$ cat config.mk
export PLATFORM = sky130hd
export DESIGN_NAME = mem_replay_pipe
export DESIGN_NICKNAME = d
export VERILOG_FILES = /design/src/rtl/mem_replay_pipe_pkg.sv /design/src/rtl/mem_replay_stage.sv /design/src/rtl/mem_replay_pipe.sv
export SDC_FILE = /design/constraint.sdc
export NUM_CORES = 1
export LEC_CHECK = 0
export CORE_UTILIZATION = 30
export DETAILED_ROUTE_END_ITERATION = 10
export PLACE_DENSITY = 0.54
export SKIP_LAST_GASP = 1
export SYNTH_ARGS = -nofsm -noshare
export SYNTH_HDL_FRONTEND = slang
export SYNTH_SLANG_ARGS = --single-unit
$ cat constraint.sdc
create_clock -name clk -period 2.7 [get_ports clk]
set_input_delay 0.54 -clock clk [delete_from_list [all_inputs] [get_ports clk]]
set_output_delay 0.54 -clock clk [all_outputs]
set_load 0.03 [all_outputs]
$ cat src/rtl/mem_replay_pipe_pkg.sv
`default_nettype none
// ============================================================================
// Module      : mem_replay_pipe_pkg
// Description : Shared types for the memory replay delay line: flush
//               broadcast, memory dispatch packet, replay stage record.
// Revision    : 1.0
// ============================================================================
package mem_replay_pipe_pkg;

    localparam int ROB_TAG_W    = 4;
    localparam int ROB_SIZE     = 1 << ROB_TAG_W;
    localparam int REPLAY_CNT_W = 3;

    typedef struct packed {
        logic                valid;
        logic [ROB_SIZE-1:0] kill_mask;
    } branch_flush_t;

    typedef enum logic [1:0] {
        MEM_OP_LOAD  = 2'd0,
        MEM_OP_STORE = 2'd1,
        MEM_OP_AMO   = 2'd2,
        MEM_OP_FENCE = 2'd3
    } mem_op_e;

    typedef struct packed {
        logic [ROB_TAG_W-1:0] rob_tag;
        mem_op_e              op;
        logic [4:0]           prd;
        logic [15:0]          imm;
    } mem_dispatch_pack_t;

    typedef struct packed {
        logic                    valid;
        logic [REPLAY_CNT_W-1:0] cnt;
        mem_dispatch_pack_t      pack;
    } replay_stage_t;

    function automatic logic IsBrROBKill(input branch_flush_t f,
                                         input logic [ROB_TAG_W-1:0] tag);
        return f.valid & f.kill_mask[tag];
    endfunction

    // Saturating attempt counter: a fresh issue starts at zero.
    function automatic logic [REPLAY_CNT_W-1:0] next_replay_cnt(
        input logic                    is_replay,
        input logic [REPLAY_CNT_W-1:0] cnt
    );
        if (!is_replay)
            return '0;
        else if (&cnt)
            return cnt;
        else
            return cnt + 1'b1;
    endfunction

endpackage
`default_nettype wire

$ cat src/rtl/mem_replay_stage.sv
`default_nettype none
// ============================================================================
// Module      : mem_replay_stage
// Description : One replay delay stage: loads when not held, otherwise holds
//               its payload and only drops valid on a kill.
// Revision    : 1.0
// ============================================================================
module mem_replay_stage
    import mem_replay_pipe_pkg::*;
(
    input  logic                    clk,
    input  logic                    rst,
    input  branch_flush_t           i_flush,
    input  logic                    i_hold,
    input  logic                    i_load_valid,
    input  logic [REPLAY_CNT_W-1:0] i_load_cnt,
    input  mem_dispatch_pack_t      i_load_pack,
    output replay_stage_t           o_stage
);

    replay_stage_t r_stage;
    logic          w_kill;

    assign w_kill  = IsBrROBKill(i_flush, r_stage.pack.rob_tag);
    assign o_stage = r_stage;

    always_ff @(posedge clk or posedge rst) begin
        if (rst) begin
            r_stage <= '0;
        end else if (i_hold) begin
            r_stage.valid <= r_stage.valid & ~w_kill;
        end else begin
            r_stage.valid <= i_load_valid;
            r_stage.cnt   <= i_load_cnt;
            r_stage.pack  <= i_load_pack;
        end
    end

endmodule
`default_nettype wire

$ cat src/rtl/mem_replay_pipe.sv
`default_nettype none
// ============================================================================
// Module      : mem_replay_pipe
// Description : DEPTH-stage replay delay line between the memory issue select
//               stage and the AGU replay mux. Optional build macro
//               FALCO_REPLAY_DEPEND_SQUASH_EN drops the incoming packet when
//               load_depend_replay is raised outside a hold.
// Revision    : 1.0
// ============================================================================
module mem_replay_pipe
    import mem_replay_pipe_pkg::*;
#(
    parameter int DEPTH = 2
) (
    input  logic                          clk,
    input  logic                          rst,
    input  branch_flush_t                 recovery_flush_BCAST,
    input  logic                          recovery_stall,
    input  logic                          load_wake_up_failed_stall,
    input  logic                          replay_muldiv_stall,
    input  logic                          load_depend_replay,
    input  logic                          issue_instr_valid,
    input  mem_dispatch_pack_t            issue_instr_pack,
    input  logic                          issue_is_replay,
    input  logic [REPLAY_CNT_W-1:0]       issue_replay_cnt,
    output logic                          replay_issue_instr_valid,
    output mem_dispatch_pack_t            replay_issue_instr_pack,
    output logic [REPLAY_CNT_W-1:0]       replay_issue_cnt,
    output logic                          replay_limit_hit,
    output logic [$clog2(DEPTH+1)-1:0]    occupancy
);

    localparam int OCC_W = $clog2(DEPTH + 1);

    replay_stage_t               w_stage [DEPTH];
    logic [DEPTH-1:0]            w_valid;
    logic                        w_hold;
    logic                        w_squash;
    logic                        w_in_valid;
    logic [REPLAY_CNT_W-1:0]     w_in_cnt;

    assign w_hold = recovery_stall | load_wake_up_failed_stall | replay_muldiv_stall;

`ifdef FALCO_REPLAY_DEPEND_SQUASH_EN
    assign w_squash = load_depend_replay;
`else
    logic w_unused_load_depend;
    assign w_unused_load_depend = load_depend_replay;
    assign w_squash             = 1'b0;
`endif

    assign w_in_valid = issue_instr_valid
                      & ~IsBrROBKill(recovery_flush_BCAST, issue_instr_pack.rob_tag)
                      & ~w_squash;
    assign w_in_cnt   = next_replay_cnt(issue_is_replay, issue_replay_cnt);

    generate
        for (genvar i = 0; i < DEPTH; i++) begin : g_stage
            logic                    w_ld_valid;
            logic [REPLAY_CNT_W-1:0] w_ld_cnt;
            mem_dispatch_pack_t      w_ld_pack;

            if (i == 0) begin : g_head
                assign w_ld_valid = w_in_valid;
                assign w_ld_cnt   = w_in_cnt;
                assign w_ld_pack  = issue_instr_pack;
            end else begin : g_body
                // Kill applies to the packet as it moves, not just where it lands.
                assign w_ld_valid = w_stage[i-1].valid
                                  & ~IsBrROBKill(recovery_flush_BCAST, w_stage[i-1].pack.rob_tag);
                assign w_ld_cnt   = w_stage[i-1].cnt;
                assign w_ld_pack  = w_stage[i-1].pack;
            end

            mem_replay_stage u_stage (
                .clk          (clk),
                .rst          (rst),
                .i_flush      (recovery_flush_BCAST),
                .i_hold       (w_hold),
                .i_load_valid (w_ld_valid),
                .i_load_cnt   (w_ld_cnt),
                .i_load_pack  (w_ld_pack),
                .o_stage      (w_stage[i])
            );

            assign w_valid[i] = w_stage[i].valid;
        end
    endgenerate

    assign replay_issue_instr_valid = w_stage[DEPTH-1].valid;
    assign replay_issue_instr_pack  = w_stage[DEPTH-1].pack;
    assign replay_issue_cnt         = w_stage[DEPTH-1].cnt;
    assign replay_limit_hit         = w_stage[DEPTH-1].valid & (&w_stage[DEPTH-1].cnt);

    always_comb begin
        occupancy = '0;
        for (int i = 0; i < DEPTH; i++) begin
            occupancy = occupancy + OCC_W'(w_valid[i]);
        end
    end

endmodule
`default_nettype wire

==> summary.txt <==
status: complete, no violations
overall die width: 99.3 um
layout cell share with drive strength beyond 1: 8.40%
class of the worst hold path: flip-flop to flip-flop
TritonCTS clock tree: built
final worst slack: 0.406 ns
number of synthesis warnings: 0
switching part of the total: 31.1%
Clk pwr share: 31.5%
power per cell area: 716 nW/um2
via count: 2390
hold worst-path end: g_stage[1].u_stage.o_stage[2]$_DFFE_PP0P_
DR DRC count: 0
Layout Nets: 457
synthesized area: 2840 um2
R2R setup slack: 0.96 ns
Num CTS Buffers: 9
vias in the first global route: 2387
asr flop ratio synth: 100%
DR pass1 iterations: 5
IO Port Bufs: 87
H-tree Lvls: 3
Synth area leaders: dfrtp_1 55%, nand2_1 23%, mux4_2 4.8%
RR Startpoint: g_stage[0].u_stage.o_stage[23]$_DFFE_PP0P_
largest net degree at the start of global routing: 66
leakage power: 1.93 nW
root buffer cell: clkbuf_8
Avg Cell Area, Syn: 9.04 um2
max reg flops: 62
Boundary Pins: 89
GRT Total Usage: 14.9%
sequential share of power: 41.8%
worst-margin pin slew: 0.656 ns
Cell Area, Placed: 3830 um2
fin crit period: 2.29 ns
cells on worst reg2reg path: 4
post-route clock period utilization: 85.0%
Yosys top cell by area: dfrtp_1
Critical Path RT: 2.16 ns
initial antenna violation count: 0
gr ovfl total: 0
DRT antenna net count: 0
Setup TNS: 0 ns
min-delay src: g_stage[0].u_stage.o_stage[2]$_DFFE_PP0P_
Crit. End Element: primary output
Initial DRC Count: 91
Yosys reg bits: 62
VDD IR max: 0.000275 V
Arr. time, crit path: 1.75 ns
top_reg_cell synth: dfrtp_1
Switch Pwr: 0.000903 W
dpl hpwl: 4580 um
final setup violating endpoints: 0
fin area: 4050 um2
cell internal pwr: 0.00200 W
critical path startpoint category: flip-flop
worst-skew pair later-pin latency: 0.33 ns
Fmax: 0.436 GHz
Place WS: 0.463 ns
gpl congestion: 0.745
count leader, synth: nand2_1
DR WL/cell: 13.2 um
DRT Wirelength: 6840 um
worst hold stages: 2
slowest stage cell, crit path: clkdlybuf4s50_1
first-pass GRT wire length: 11500 um
Post-CTS Setup Bufs: 0
R2R Path End: g_stage[1].u_stage.o_stage[30]$_DFF_PP0_
initial core utilization: 30.9%
CP Cell Sequence: ha_1, clkdlybuf4s50_1
Crit Path Category: flip-flop to primary output
P&R area growth vs syn: 42.8%
sequential fraction of the synthesis area: 54.6%
Sink Count: 62
slew margin rel.: 56.3%
Comb pwr share: 26.8%
Finished Core Util: 44.1%
die area: 9860 um2
Die H: 99.3 um
# hold bufs at CTS: 0
Final Hold Fails: 0
ANT cells: 0
Final Max Tran Viols: 0
Core Area: 9200 um2
MaxCap Viol Count: 0
synthesized instance count: 314
# resized after CTS: 0
RSZ-0062 raised after global routing: no
maximum root-to-sink buffer count: 2
clk_skew: 0.00790 ns
clock-pin slew reported for the worst setup and hold paths after clock tree synthesis: 0.07 ns
Commonest cells post-synth: 173 x nand2_1, 62 x dfrtp_1, 12 x clkbuf_1, 12 x mux2i_1, 7 x o21ai_0
Net Count, Synth: 371
critical path fanouts, max: 4
vias per cell: 4.63
number of unique standard cell types used by synthesis: 29
Post-synth EDFFs: 0
top-area cell type share of the netlist area: 54.6%
CP peak stage delay: 0.66 ns
row count: 35
## routing by layer
metal / GRT usage, % / routed length, um / up-vias
met4: 6.90 / 88 / 0
met1: 19.1 / 3220 / 1128
met2: 24.0 / 3200 / 65
met3: 3.44 / 319 / 9
li1: - / - / 1188
met5: 0 / 0 / -
## logic make-up (layout without fill, tap and decap cells)
| logic type | Yosys count | in the layout | synth area share (%) |
|---|---|---|---|
| multiplexers | 18 | 18 | 8.99 |
| AND/OR/NAND/NOR | 192 | 192 | 27.2 |
| adder cells (fa/ha/maj) | 2 | 2 | 0.881 |
| XOR/XNOR | 1 | 1 | 0.309 |
| flip-flops | 62 | 62 | 54.6 |
| AO/OA/AOI/OAI | 18 | 18 | 4.72 |
| buffers and inverters | 21 | 112 | 3.26 |
## power groups by stage
stage               Combinational (W)  Sequential (W)  Clock [W]
CTS                          0.000788         0.00122   0.000950
global placement             0.000778         0.00123          0
detailed placement           0.000785         0.00123          0
floorplan                    0.000284         0.00137          0
finish                       0.000776         0.00121   0.000913
global route                 0.000845         0.00124   0.000990
## placed cells by master, fill, tap and decap left out
| cell type | n |
|---|---|
| mux2i_1 | 12 |
| a31oi_1 | 1 |
| nor2_1 | 2 |
| o2111ai_2 | 1 |
| clkbuf_1 | 1 |
| o21ai_0 | 7 |
| or3_2 | 1 |
| dfrtp_1 | 62 |
| clkinvlp_4 | 1 |
| clkbuf_8 | 10 |
| nand3b_1 | 5 |
| inv_6 | 1 |
| a22oi_1 | 2 |
| o21ai_2 | 1 |
| o31ai_1 | 1 |
| o2111ai_1 | 2 |
| nand4_1 | 2 |
| nor3_2 | 1 |
| buf_4 | 5 |
| nand3_2 | 1 |
| nand2_1 | 173 |
| inv_1 | 2 |
| o22ai_2 | 1 |
| xnor2_1 | 1 |
| a2111oi_0 | 1 |
| bufinv_16 | 2 |
| nand3_1 | 2 |
| buf_12 | 1 |
| and4_1 | 1 |
| clkdlybuf4s50_1 | 87 |
| inv_2 | 1 |
| clkinv_2 | 1 |
| nor2b_1 | 4 |
| mux4_2 | 6 |
| ha_1 | 2 |
| o211ai_1 | 1 |
## per-stage QoR
| stage | power (W) | hold slack (ns) | cells |
|---|---|---|---|
| after floorplan | 0.00166 | 0.439 | 314 |
| after global placement | 0.00200 | 0.446 | 500 |
| after detailed placement | 0.00202 | 0.449 | 500 |
| after CTS | 0.00295 | 0.461 | 516 |
| after global routing | 0.00307 | 0.489 | 516 |
| final | 0.00290 | 0.462 | 516 |
## area by class of cell
cell class	instances	area, um2
clock buffer	11	141
clock inverter	5	81.3
fill	895	5140
inverter	3	11.3
multi-input combinational	231	1200
sequential	62	1550
tap	111	139
timing repair buffer	93	928
## worst max path at each step
stage	cells after the start	end	slack (ns)	startpoint
floorplan	1	g_stage[0].u_stage.o_stage[0]$_DFFE_PP0P_	0.62	rst
global placement	5	g_stage[1].u_stage.o_stage[30]$_DFF_PP0_	0.48	replay_muldiv_stall
detailed placement	5	g_stage[1].u_stage.o_stage[30]$_DFF_PP0_	0.46	replay_muldiv_stall
CTS	2	occupancy[0]	0.39	g_stage[1].u_stage.o_stage[30]$_DFF_PP0_
global route	2	occupancy[0]	0.35	g_stage[1].u_stage.o_stage[30]$_DFF_PP0_
finish	2	occupancy[0]	0.41	g_stage[1].u_stage.o_stage[30]$_DFF_PP0_
## worst max-delay path: cells and delay by family, from the launching register on
family     cells  cell delay [ns]
fa+ha+maj      1             0.32
flops          1             0.45
buf+inv        1             0.66
(Power assumes the default switching activity.)
